**src/rtl/muldiv_unit.sv**
```systemverilog
`default_nettype none
// +--------------------------------------------------------------------------+
// | Module      : muldiv_unit                                                |
// | Description : Iterative RV32M multiply/divide sequencer with sign fixup. |
// | Revision    : 1.0                                                        |
// +--------------------------------------------------------------------------+
module muldiv_unit #(
  parameter int XLEN = 32
) (
  input  logic            clk,
  input  logic            rst,
  input  logic            flush,
  input  logic            req_valid,
  output logic            req_ready,
  input  logic [2:0]      funct3,
  input  logic [XLEN-1:0] operand_a,
  input  logic [XLEN-1:0] operand_b,
  output logic            resp_valid,
  input  logic            resp_ready,
  output logic [XLEN-1:0] result
);

  localparam int              c_CNT_W = $clog2(XLEN);
  localparam logic [c_CNT_W-1:0] c_LAST = c_CNT_W'(XLEN - 1);
  localparam logic [XLEN-1:0] c_MIN   = {1'b1, {(XLEN-1){1'b0}}};

  localparam logic [1:0] c_IDLE = 2'd0;
  localparam logic [1:0] c_CALC = 2'd1;
  localparam logic [1:0] c_FIX  = 2'd2;
  localparam logic [1:0] c_DONE = 2'd3;

  logic [1:0]        r_state;
  logic [c_CNT_W-1:0] r_cnt;
  logic [2:0]        r_funct3;
  logic              r_neg;
  logic              r_sign_a;
  logic [XLEN-1:0]   r_opb;
  logic [2*XLEN-1:0] r_acc;
  logic [XLEN-1:0]   r_result;

  // Accept-time operand decode
  logic            w_a_signed;
  logic            w_b_signed;
  logic            w_sa;
  logic            w_sb;
  logic [XLEN-1:0] w_mag_a;
  logic [XLEN-1:0] w_mag_b;
  logic            w_div_zero;
  logic            w_ovf;
  logic            w_fast;
  logic [XLEN-1:0] w_fast_result;

  assign w_a_signed = funct3[2] ? ~funct3[0] : (funct3[1:0] == 2'b01 || funct3[1:0] == 2'b10);
  assign w_b_signed = funct3[2] ? ~funct3[0] : (funct3[1:0] == 2'b01);
  assign w_sa       = w_a_signed & operand_a[XLEN-1];
  assign w_sb       = w_b_signed & operand_b[XLEN-1];
  assign w_mag_a    = w_sa ? -operand_a : operand_a;
  assign w_mag_b    = w_sb ? -operand_b : operand_b;
  assign w_div_zero = (operand_b == '0);
  assign w_ovf      = ~funct3[0] & (operand_a == c_MIN) & (operand_b == '1);
  assign w_fast     = funct3[2] & (w_div_zero | w_ovf);

  always_comb begin
    w_fast_result = '0;
    if (w_div_zero)
      w_fast_result = funct3[1] ? operand_a : '1;
    else
      w_fast_result = funct3[1] ? '0 : operand_a;
  end

  // Multiply step: r_acc = {partial high, remaining multiplier bits}
  logic [XLEN:0]     w_mul_sum;
  logic [2*XLEN-1:0] w_mul_next;

  assign w_mul_sum  = {1'b0, r_acc[2*XLEN-1:XLEN]} + {1'b0, (r_acc[0] ? r_opb : {XLEN{1'b0}})};
  assign w_mul_next = {w_mul_sum, r_acc[XLEN-1:1]};

  // Restoring divide step: r_acc = {partial remainder, dividend/quotient}
  logic [XLEN:0]     w_shift;
  logic [XLEN:0]     w_diff;
  logic              w_fit;
  logic [2*XLEN-1:0] w_div_next;

  assign w_shift    = {r_acc[2*XLEN-1:XLEN], r_acc[XLEN-1]};
  assign w_diff     = w_shift - {1'b0, r_opb};
  assign w_fit      = ~w_diff[XLEN];
  assign w_div_next = {(w_fit ? w_diff[XLEN-1:0] : w_shift[XLEN-1:0]), r_acc[XLEN-2:0], w_fit};

  // Sign fixup and word select, consumed in FIX
  logic [2*XLEN-1:0] w_fix_prod;
  logic [XLEN-1:0]   w_fix_quo;
  logic [XLEN-1:0]   w_fix_rem;
  logic [XLEN-1:0]   w_sel_result;

  assign w_fix_prod = r_neg ? -r_acc : r_acc;
  assign w_fix_quo  = r_neg ? -r_acc[XLEN-1:0] : r_acc[XLEN-1:0];
  assign w_fix_rem  = r_sign_a ? -r_acc[2*XLEN-1:XLEN] : r_acc[2*XLEN-1:XLEN];

  always_comb begin
    w_sel_result = '0;
    case (r_funct3)
      3'b000:                 w_sel_result = w_fix_prod[XLEN-1:0];
      3'b001, 3'b010, 3'b011: w_sel_result = w_fix_prod[2*XLEN-1:XLEN];
      3'b100, 3'b101:         w_sel_result = w_fix_quo;
      default:                w_sel_result = w_fix_rem;
    endcase
  end

  always_ff @(posedge clk or posedge rst) begin
    if (rst) begin
      r_state  <= c_IDLE;
      r_cnt    <= '0;
      r_funct3 <= '0;
      r_neg    <= 1'b0;
      r_sign_a <= 1'b0;
      r_opb    <= '0;
      r_acc    <= '0;
      r_result <= '0;
    end else if (flush) begin
      r_state <= c_IDLE;
      r_cnt   <= '0;
    end else begin
      case (r_state)
        c_IDLE: begin
          if (req_valid) begin
            r_funct3 <= funct3;
            if (w_fast) begin
              r_result <= w_fast_result;
              r_state  <= c_DONE;
            end else begin
              r_neg    <= w_sa ^ w_sb;
              r_sign_a <= w_sa;
              r_opb    <= w_mag_b;
              r_acc    <= {{XLEN{1'b0}}, w_mag_a};
              r_cnt    <= '0;
              r_state  <= c_CALC;
            end
          end
        end
        c_CALC: begin
          r_acc <= r_funct3[2] ? w_div_next : w_mul_next;
          if (r_cnt == c_LAST) begin
            r_cnt   <= '0;
            r_state <= c_FIX;
          end else begin
            r_cnt <= r_cnt + 1'b1;
          end
        end
        c_FIX: begin
          r_result <= w_sel_result;
          r_state  <= c_DONE;
        end
        default: begin
          if (resp_ready)
            r_state <= c_IDLE;
        end
      endcase
    end
  end

  assign req_ready  = (r_state == c_IDLE);
  assign resp_valid = (r_state == c_DONE);
  assign result     = r_result;

endmodule
`default_nettype wire
```
**config.mk**
```make
export PLATFORM = sky130hd
export DESIGN_NAME = muldiv_unit
export DESIGN_NICKNAME = d
export VERILOG_FILES = /design/src/rtl/muldiv_unit.sv
export SDC_FILE = /design/constraint.sdc
export NUM_CORES = 1
export LEC_CHECK = 0
export BUFFER_PORTS_ARGS = -buffer_cell sky130_fd_sc_hd__buf_4
export CAP_MARGIN = 10
export CORE_UTILIZATION = 35
export CTS_BUF_LIST = sky130_fd_sc_hd__clkbuf_4 sky130_fd_sc_hd__clkbuf_8 sky130_fd_sc_hd__clkbuf_16
export CTS_CLUSTER_SIZE = 10
export DETAILED_ROUTE_END_ITERATION = 10
export PLACE_DENSITY = 0.53
export SLEW_MARGIN = 5
export SYNTH_ARGS = -nofsm -noshare
export SYNTH_HDL_FRONTEND = slang
export SYNTH_SLANG_ARGS = --single-unit
```
**constraint.sdc**
```tcl
create_clock -name clk -period 4.5 [get_ports clk]
set_input_delay 0 -clock clk [delete_from_list [all_inputs] [get_ports clk]]
set_output_delay 0 -clock clk [all_outputs]
set_load 0.01 [all_outputs]
```
After elaboration in Yosys (flattened, before gate mapping)
Cells that the tools add are included.
{"block": "word_totals", "reg_bits": 140, "inputBits": 72, "out_inout_bits": 34, "word_cells": 93}
{"block": "classes", "n_addsub": 8, "n_eq_ne": 19, "n_mux": 31, "bitwise": 11, "n_reduce_logical": 16}
{"operator": "32-bit 2-to-1 mux", "count": 11}
{"operator": "64-bit 2-to-1 mux", "count": 4}
{"operator": "32-bit negation", "count": 4}
{"operator": "64-bit one-hot mux with 2 select lines", "count": 1}
{"operator": "32-bit one-hot mux with 3 select lines", "count": 1}
{"operator": "32-bit == test, second input constant", "count": 2}
{"operator": "64-bit negation", "count": 1}
{"operator": "32-bit one-hot mux with 2 select lines", "count": 1}
{"operator": "32-bit by 32-bit adder with 33-bit output", "count": 1}
{"operator": "33-bit by 32-bit subtractor with 33-bit output", "count": 1}
{"operator": "32-bit zero test", "count": 1}
{"operator": "5-bit 2-to-1 mux", "count": 4}
{"operator": "4-bit AND reduction", "count": 3}
{"operator": "2-bit 2-to-1 mux", "count": 5}
{"operator": "5-bit one-hot mux with 2 select lines", "count": 1}
{"operator": "3-bit inequality test, second input constant", "count": 3}
{"operator": "3-bit AND reduction", "count": 3}
{"operator": "2-bit == test, second input constant", "count": 3}
{"operator": "3-bit by 2-bit == test with 1-bit output, second input constant", "count": 2}
{"operator": "3-bit == test, second input constant", "count": 2}
{"operator": "2-bit one-hot mux with 3 select lines", "count": 1}
{"operator": "5-bit by 1-bit adder with 5-bit output, second input constant", "count": 1}
{"operator": "1-bit bitwise AND", "count": 5}
{"operator": "5-bit == test, second input constant", "count": 1}
{"operator": "16 further kinds", "count": 23}

Longest topological paths before layout
Gate-level depths: netlist (run 1).
{"block": "logic_depth", "ltp_word": 9, "depth_mapped": 15, "depth_no_buf": 14}

Worst setup path after synthesis (run 1)
OpenSTA, ideal clock, no wires.
{"block": "synth_path", "kind": "reg-to-reg", "start": "register r_acc[0]", "end": "register r_acc[53]", "setup_ps": 126, "arrival_time_ps": 3378, "required_ps": 4374, "path_slack_ps": 996, "stages_incl_launch_ff": 15, "period_less_slack_ps": 3504, "cell_sequence": "dfrtp_1 -> clkinv_1 -> clkbuf_1 -> nor2_1 -> ha_1 -> a21o_1 -> a21oi_1 -> a21boi_0 -> a31oi_1 -> o311ai_0 -> nand2_1 -> a2111oi_0 -> nor3_1 -> xor2_1 -> a221o_1"}
{"block": "synth_via", "elab_chain_cells": 4}
{"item": "start: declaration", "line": "38", "rtl": "logic [2*XLEN-1:0] r_acc;"}
{"item": "start signal: assignment", "line": "134", "rtl": "r_acc <= {{XLEN{1'b0}}, w_mag_a};"}
{"item": "start signal: assignment", "line": "141", "rtl": "r_acc <= r_funct3[2] ? w_div_next : w_mul_next;"}
{"item": "32-bit 2-to-1 mux", "line": "75", "rtl": "assign w_mul_sum = {1'b0, r_acc[2*XLEN-1:XLEN]} + {1'b0, (r_acc[0] ? r_opb : {XLEN{1'b0}})};"}
{"item": "32-bit by 32-bit adder with 33-bit output", "line": "75"}
{"item": "64-bit 2-to-1 mux", "line": "141"}
{"item": "64-bit one-hot mux with 2 select lines", "line": "123", "rtl": "case (r_state)"}
No other way between the ends.
A chain may end at the register's enable or synchronous reset.

Final worst setup path (run 1)
{"block": "layout_path", "start": "register r_acc[33]", "end": "register r_result[26], in the netlist result[26]"}
{"block": "layout_via", "elab_chain_cells": 4}
{"item": "64-bit negation or 32-bit negation (tied branches)", "line": "95, 97"}
{"item": "64-bit 2-to-1 mux or 32-bit 2-to-1 mux (tied branches)", "line": "95, 97"}
{"item": "32-bit one-hot mux with 3 select lines *", "line": "101", "rtl": "case (r_funct3)"}
{"item": "32-bit one-hot mux with 2 select lines *", "line": "123"}
{"item": "end signal: assignment", "line": "128", "rtl": "r_result <= w_fast_result;"}
{"item": "end signal: assignment", "line": "150", "rtl": "r_result <= w_sel_result;"}
{"item": "end: declaration", "line": "39", "rtl": "logic [XLEN-1:0] r_result;"}
Mark *: on every way between the ends. The rest lies on a longest branch, timed or not.

==> results.cfg, run 1 <==
[cts]
cts.sinks = 140
numCtsBuffers = 17
clock-root-buffer = clkbuf_16
clockBufferDepth = 2
htreeDepth = 4
clk_latency_ps = 460
path_clk_slew_ps = 70
cts_tree = built

[layout]
final_common_cell = nand2_1
fill_cells = 4195
final_cell_area_mm2 = 0.0171
diodes = 0
final_nets = 2160
final_layout_size_suffix_gt1_share_pct = 11.1
final_cell_mix = nand2_1 (237), o21ai_0 (200), nor2_1 (145)
syn_to_final_growth_pct = 17.4

[drt]
drt_first_iter_violations = 1290
vias = 14900
dr_wl_met2_mm = 23.9
wl_per_cell_um = 21.0
dr_wl_met3_mm = 3.11
dr.max_layer_used = met5
drtAntennaViolNets = 0
drc = 0
routed_wl_mm = 53.6
drt_first_pass_iters = 6
routed_via_density = 5.82
wl_met1_mm = 25.7

[worst_setup_path]
cp-end-kind = register
crit_required_ps = 4880
critPathLaunch = r_acc[33]
worstSetupPathType = reg -> reg
rr_startpoint = r_acc[33]
worst_setup_path_start_kind = register
slowest_delay_ps = 520
cp_slowest_cell = nor3b_1
critPathMaxFanout = 7
crit_arrival_ps = 4450
path_cells = inv_1, ha_1, or3b_2, nor3b_1, nand2_1, nor4_1, nand3_1, o21ai_0, xor2_1, a222oi_1, a21oi_1, o21ai_1

[timing]
worst_pin_slew_ps = 1060
finalHoldViolations = 0
slew_viol_final = 0
setup_ws_ps = 424
tns_ps = 0
post-route-period-util_pct = 90.6
fin_crit_ps = 4080
setup_violations = 0
whs_ps = 33.1
clock.fmax_mhz = 245
slew-limit-headroom_pct = 29.2
fin_skew_ps = 16.5
rsz0062_at_grt = no

[logic_synthesis]
synth.distinct_cells = 86
syn-instance-count = 1906
synth_warnings = 0
syn-num-nets = 2056
synth_edf_count = 0
avgSynthCellArea_um2 = 7.63
ys_ff_latch = 140
async_flop_share_pct = 100
netlist_area_mm2 = 0.0145
ys.flop_type = dfrtp_1
synth-seq-area-share_pct = 24.1

[floorplanning]
die_h_um = 206
dieWidth_um = 206
dieArea_mm2 = 0.0424
initial_core_util_pct = 35.5
ios = 106
coreArea_mm2 = 0.0409
rows = 74

[power]
cellPowerDensity_mw_per_mm2 = 759
fin_total_pwr_w = 0.0129
p_leak_nw = 7.38
ir_drop_v = 0.000437

[global_route]
grt_pass1_wl_mm = 82.1
grt_max_degree = 96
antenna_found_initial = 1
grt_use_total_pct = 25.4
grt-ovfl-total = 0
first_global_vias = 13700

[place]
place.gp.congestion = 0.935
io_buffer_count = 105
dpl_cell_area_mm2 = 0.0158
post-dp-hpwl_mm = 40.1
dp_slack_ps = 335

[hold_path]
worstHoldStart = operand_a[8]
holdCritPathClass = in -> reg

[flow_run]
maxCapViolCount = 0

[outcome]
status = finished, final reports clean
-- area by class of cell --
| cell class | count | area [um^2] | area share (%) |
|---|---|---|---|
| Sequential cell | 140 | 3510 | 20.5 |
| Clock inverter | 13 | 143 | 0.836 |
| Tap cell | 532 | 666 | 3.90 |
| Inverter | 73 | 279 | 1.63 |
| Clock buffer | 19 | 440 | 2.58 |
| Multi-Input combinational cell | 1566 | 10200 | 60.1 |
| Timing Repair Buffer | 212 | 1780 | 10.5 |
-- final timing paths --
| path | endpoint | slack [ps] | cells after the start |
|---|---|---|---|
| worst max-delay path | result[26] | 420 | 12 |
| worst min-delay path | r_acc[8] | 30 | 4 |
| worst max register to register | result[26] | 420 | 12 |
| worst min register to register | result[10] | 480 | 1 |
| max in group asynchronous | result[23] | 3160 | 4 |
| min in group asynchronous | r_acc[54] | 260 | 3 |
-- synth_stat cells (4+ instances only) --
master | count | area [um^2]
a22o_1 | 5 | 43.8
a21oi_1 | 120 | 601
inv_1 | 70 | 263
maj3_1 | 21 | 210
o21bai_1 | 5 | 37.5
nand2b_1 | 17 | 106
nor3b_1 | 6 | 45.0
a221o_1 | 9 | 90.1
nor3_1 | 27 | 135
nand4_1 | 19 | 119
or2_2 | 10 | 62.6
clkbuf_1 | 92 | 345
and4_1 | 4 | 35.0
and2_1 | 6 | 37.5
or3_1 | 30 | 188
and3_1 | 11 | 68.8
nor2b_1 | 12 | 75.1
dfrtp_1 | 140 | 3500
xor2_1 | 75 | 657
o221ai_1 | 18 | 158
nor2_1 | 145 | 544
nand2_1 | 237 | 890
o21a_1 | 16 | 120
or4_1 | 13 | 97.6
o31ai_1 | 32 | 240
a211oi_1 | 20 | 150
a22oi_1 | 13 | 97.6
buf_1 | 5 | 18.8
ha_1 | 76 | 951
o22ai_1 | 11 | 68.8
a221oi_1 | 4 | 35.0
o21ai_1 | 30 | 150
nor4_1 | 18 | 113
nand3_1 | 31 | 155
o21ai_0 | 200 | 1000
nor4b_1 | 4 | 35.0
mux2_2 | 11 | 124
o211ai_1 | 18 | 135
a21o_1 | 33 | 248
o41ai_1 | 13 | 114
mux2i_1 | 60 | 601
xnor2_1 | 103 | 902
buf_2 | 26 | 130
a31oi_1 | 18 | 113
o31a_1 | 4 | 35.0
-- cells by family after synthesis --
group	count (synthesis)	share of synthesized area [%]
and+or+nand+nor	612	20.3
AOI/OAI and AO/OA	606	26.1
buffers and inverters	200	5.54
xor gates and xnor gates	178	10.7
DFF	140	24.1
adders and majority gates	99	8.26
muxes	71	4.98
-- power by group --
part	internal (W)	switching [W]
clock	0.000831	0.000631
combinational	0.00350	0.00546
sequential	0.00177	0.000762
total	0.00610	0.00685
-- worst max-delay path: cells and delay by family, from the launching register on --
kind / cells / cell delay (ps)
compound gates: 4 / 1020
xor+xnor: 1 / 100
simple gates: 5 / 1990
buf+inv: 1 / 210
flops: 1 / 470
fa+ha+maj: 1 / 220
-- state kept, by name (all words and copies together) (netlist names) --
signal	cells
r_acc	64
r_opb	32
result	32
r_cnt	5
r_funct3	3
r_state	2
r_neg	1
r_sign_a	1
-- stage by stage --
step,utilization [%],std cells
2_1_floorplan,-,1906
3_3_place_gp,38.6,2456
5_1_grt,41.7,2555
6_report,41.7,2555
3_5_place_dp,38.6,2456
4_1_cts,41.7,2555
-- what timing repair did --
item                                    in CTS  in global routing
buffers inserted                             0                  0
hold buffers                                67                  0
endpoints found under the setup margin       0                  3
resized for setup                            0                  1
endpoints found under the hold margin      142                  0
-- routing by layer --
metal  track usage (%)  vias up
met5                 0        -
met4              6.49        2
met3              3.56       51
met1              37.2     7232
met2              38.8      481
li1                  -     7102
Note: power is estimated with default switching activity, not from simulation.
==> inputs of run 2 (changes only) <==
Settings changed: CORE_MARGIN set to 5, CTS_BUF_LIST sky130_fd_sc_hd__clkbuf_4 sky130_fd_sc_hd__clkbuf_8 sky130_fd_sc_hd__clkbuf_16 to unset.
==> run 2 against run 1 <==
Sequential cell count did not move. Power rose by 0.38%. Sequential power is 3% higher. Clock power about the same. Combinational power shrank 0.4%. First-iteration DRC count grew 1.2%. Worst hold slack better by 62 ps. Utilization is 0.12 points higher. Die area grew 7.9%. Highest routed layer unchanged. Maximum frequency shrank 4.4%. Clock skew up 1.2 ps. Critical path depth grew 3.
==> results.cfg, run 2 (same netlist as run 1, synthesis figures left out) <==
[floorplanning]
rows = 74
die_h_um = 214
coreArea_mm2 = 0.0409
dieArea_mm2 = 0.0457
ios = 106
initial_core_util_pct = 35.5
dieWidth_um = 214

[power]
p_leak_nw = 7.39
ir_drop_v = 0.000503
cellPowerDensity_mw_per_mm2 = 760

[timing]
setup_violations = 0
worst_pin_slew_ps = 1070
finalHoldViolations = 0
setup_ws_ps = 237
post-route-period-util_pct = 94.7
slew_viol_final = 0
rsz0062_at_grt = no
fin_skew_ps = 17.7
clock.fmax_mhz = 235
tns_ps = 0
fin_crit_ps = 4260
slew-limit-headroom_pct = 28.1

[cts]
htreeDepth = 4
cts.sinks = 140
numCtsBuffers = 17
clockBufferDepth = 2
clock-root-buffer = clkbuf_16
post-cts-setup-buffers = 0
cts_tree = built
path_clk_slew_ps = 70
clk_latency_ps = 460

[worst_setup_path]
crit_required_ps = 4790
rr_startpoint = r_acc[0]
cp-end-kind = register
crit_arrival_ps = 4560
worstReg2RegEnd = r_acc[63]
worst-r2r-setup-slack_ps = 240
worst_setup_path_start_kind = register
critPathMaxFanout = 14
worstSetupPathType = reg -> reg
reg2reg_depth = 15

[global_route]
grt-ovfl-total = 0
first_global_vias = 14200
grt_use_total_pct = 23.7
grt_max_degree = 96
grt_pass1_wl_mm = 84.4
antenna_found_initial = 1

[drt]
vias = 14800
drc = 0
routed_via_density = 5.79
drt_first_pass_iters = 6
drtAntennaViolNets = 0
drt_first_iter_violations = 1305
wl_per_cell_um = 21.3
routed_wl_mm = 54.5

[layout]
final_cell_mix = nand2_1 (237), o21ai_0 (200), nor2_1 (145)
final_nets = 2163
syn_to_final_growth_pct = 17.7
largest_reg_flops = 64
final_layout_size_suffix_gt1_share_pct = 11.0
regMostFlops = r_acc
fill_cells = 4218
diodes = 0
final_common_cell = nand2_1

[hold_path]
min_to = r_acc[1]
hold_depth = 5
worstHoldStart = operand_a[1]
holdCritPathClass = in -> reg

[place]
dp_slack_ps = 266
post-dp-hpwl_mm = 40.6
place.gp.congestion = 0.943
io_buffer_count = 105

[outcome]
status = finished, final reports clean

[flow_run]
maxCapViolCount = 0
[run 2: worst max path at each step]
| stage | start | end | slack [ps] |
|---|---|---|---|
| after CTS | r_acc[0] | r_acc[63] | 250 |
| after global placement | r_acc[33] | result[26] | 520 |
| after global routing | r_acc[0] | r_acc[61] | 1 |
| after detailed placement | r_acc[0] | r_acc[63] | 270 |
| after floorplan | rst | r_acc[0] | 750 |
| final | r_acc[0] | r_acc[63] | 240 |
[run 2: metal layers]
metal / global-route usage, % / wire (um) / share of wire [%]
met5: 0 / 13 / 0.024
met4: 5.81 / 955 / 1.8
met3: 4.27 / 3890 / 7.1
met2: 36.4 / 24100 / 44
met1: 34.5 / 25600 / 47
[run 2: metrics by stage]
| step | area (um^2) | hold slack, ps | instances | utilization, % | power (W) |
|---|---|---|---|---|---|
| after floorplan | 14500 | 117 | 1906 | - | 0.00870 |
| after global placement | 15800 | 136 | 2456 | 38.7 | 0.0112 |
| after detailed placement | 15800 | 138 | 2456 | 38.7 | 0.0113 |
| after CTS | 17100 | 68.9 | 2558 | 41.8 | 0.0129 |
| after global routing | 17100 | 127 | 2558 | 41.8 | 0.0140 |
| final | 17100 | 95.4 | 2558 | 41.8 | 0.0130 |
[run 2: critical path: stages (launching register included)]
cell	delay, ps
dfrtp_1	470
clkinv_1	340
buf_4	320
nor2_1	100
ha_1	280
and3_1	240
and4_1	210
o21ai_0	120
a31oi_1	180
o311ai_0	420
buf_4	200
a21oi_1	90
o22ai_1	240
o21ai_0	200
a2111oi_1	530
o32ai_1	180
[run 2: power by group]
group / total (W) / switching (W) / internal (W)
clock: 0.00148 / 0.000641 / 0.000838
sequential: 0.00260 / 0.000833 / 0.00176
combinational: 0.00892 / 0.00546 / 0.00346
total: 0.0130 / 0.00694 / 0.00606
[run 2: area by class of cell]
cell class	count	area, um^2	area share, %
Clock buffer	20	447	2.61
Clock inverter	12	140	0.819
Inverter	73	279	1.63
Multi-Input combinational cell	1566	10200	59.9
Sequential cell	140	3510	20.5
Tap cell	532	666	3.89
Timing Repair Buffer	215	1830	10.7
[run 2: what timing repair did]
action / 4_1_cts / 5_1_grt
setup endpoints to repair: 0 / 1
hold buffers: 70 / 0
resized for setup: 0 / 1
hold endpoints to repair: 135 / 0
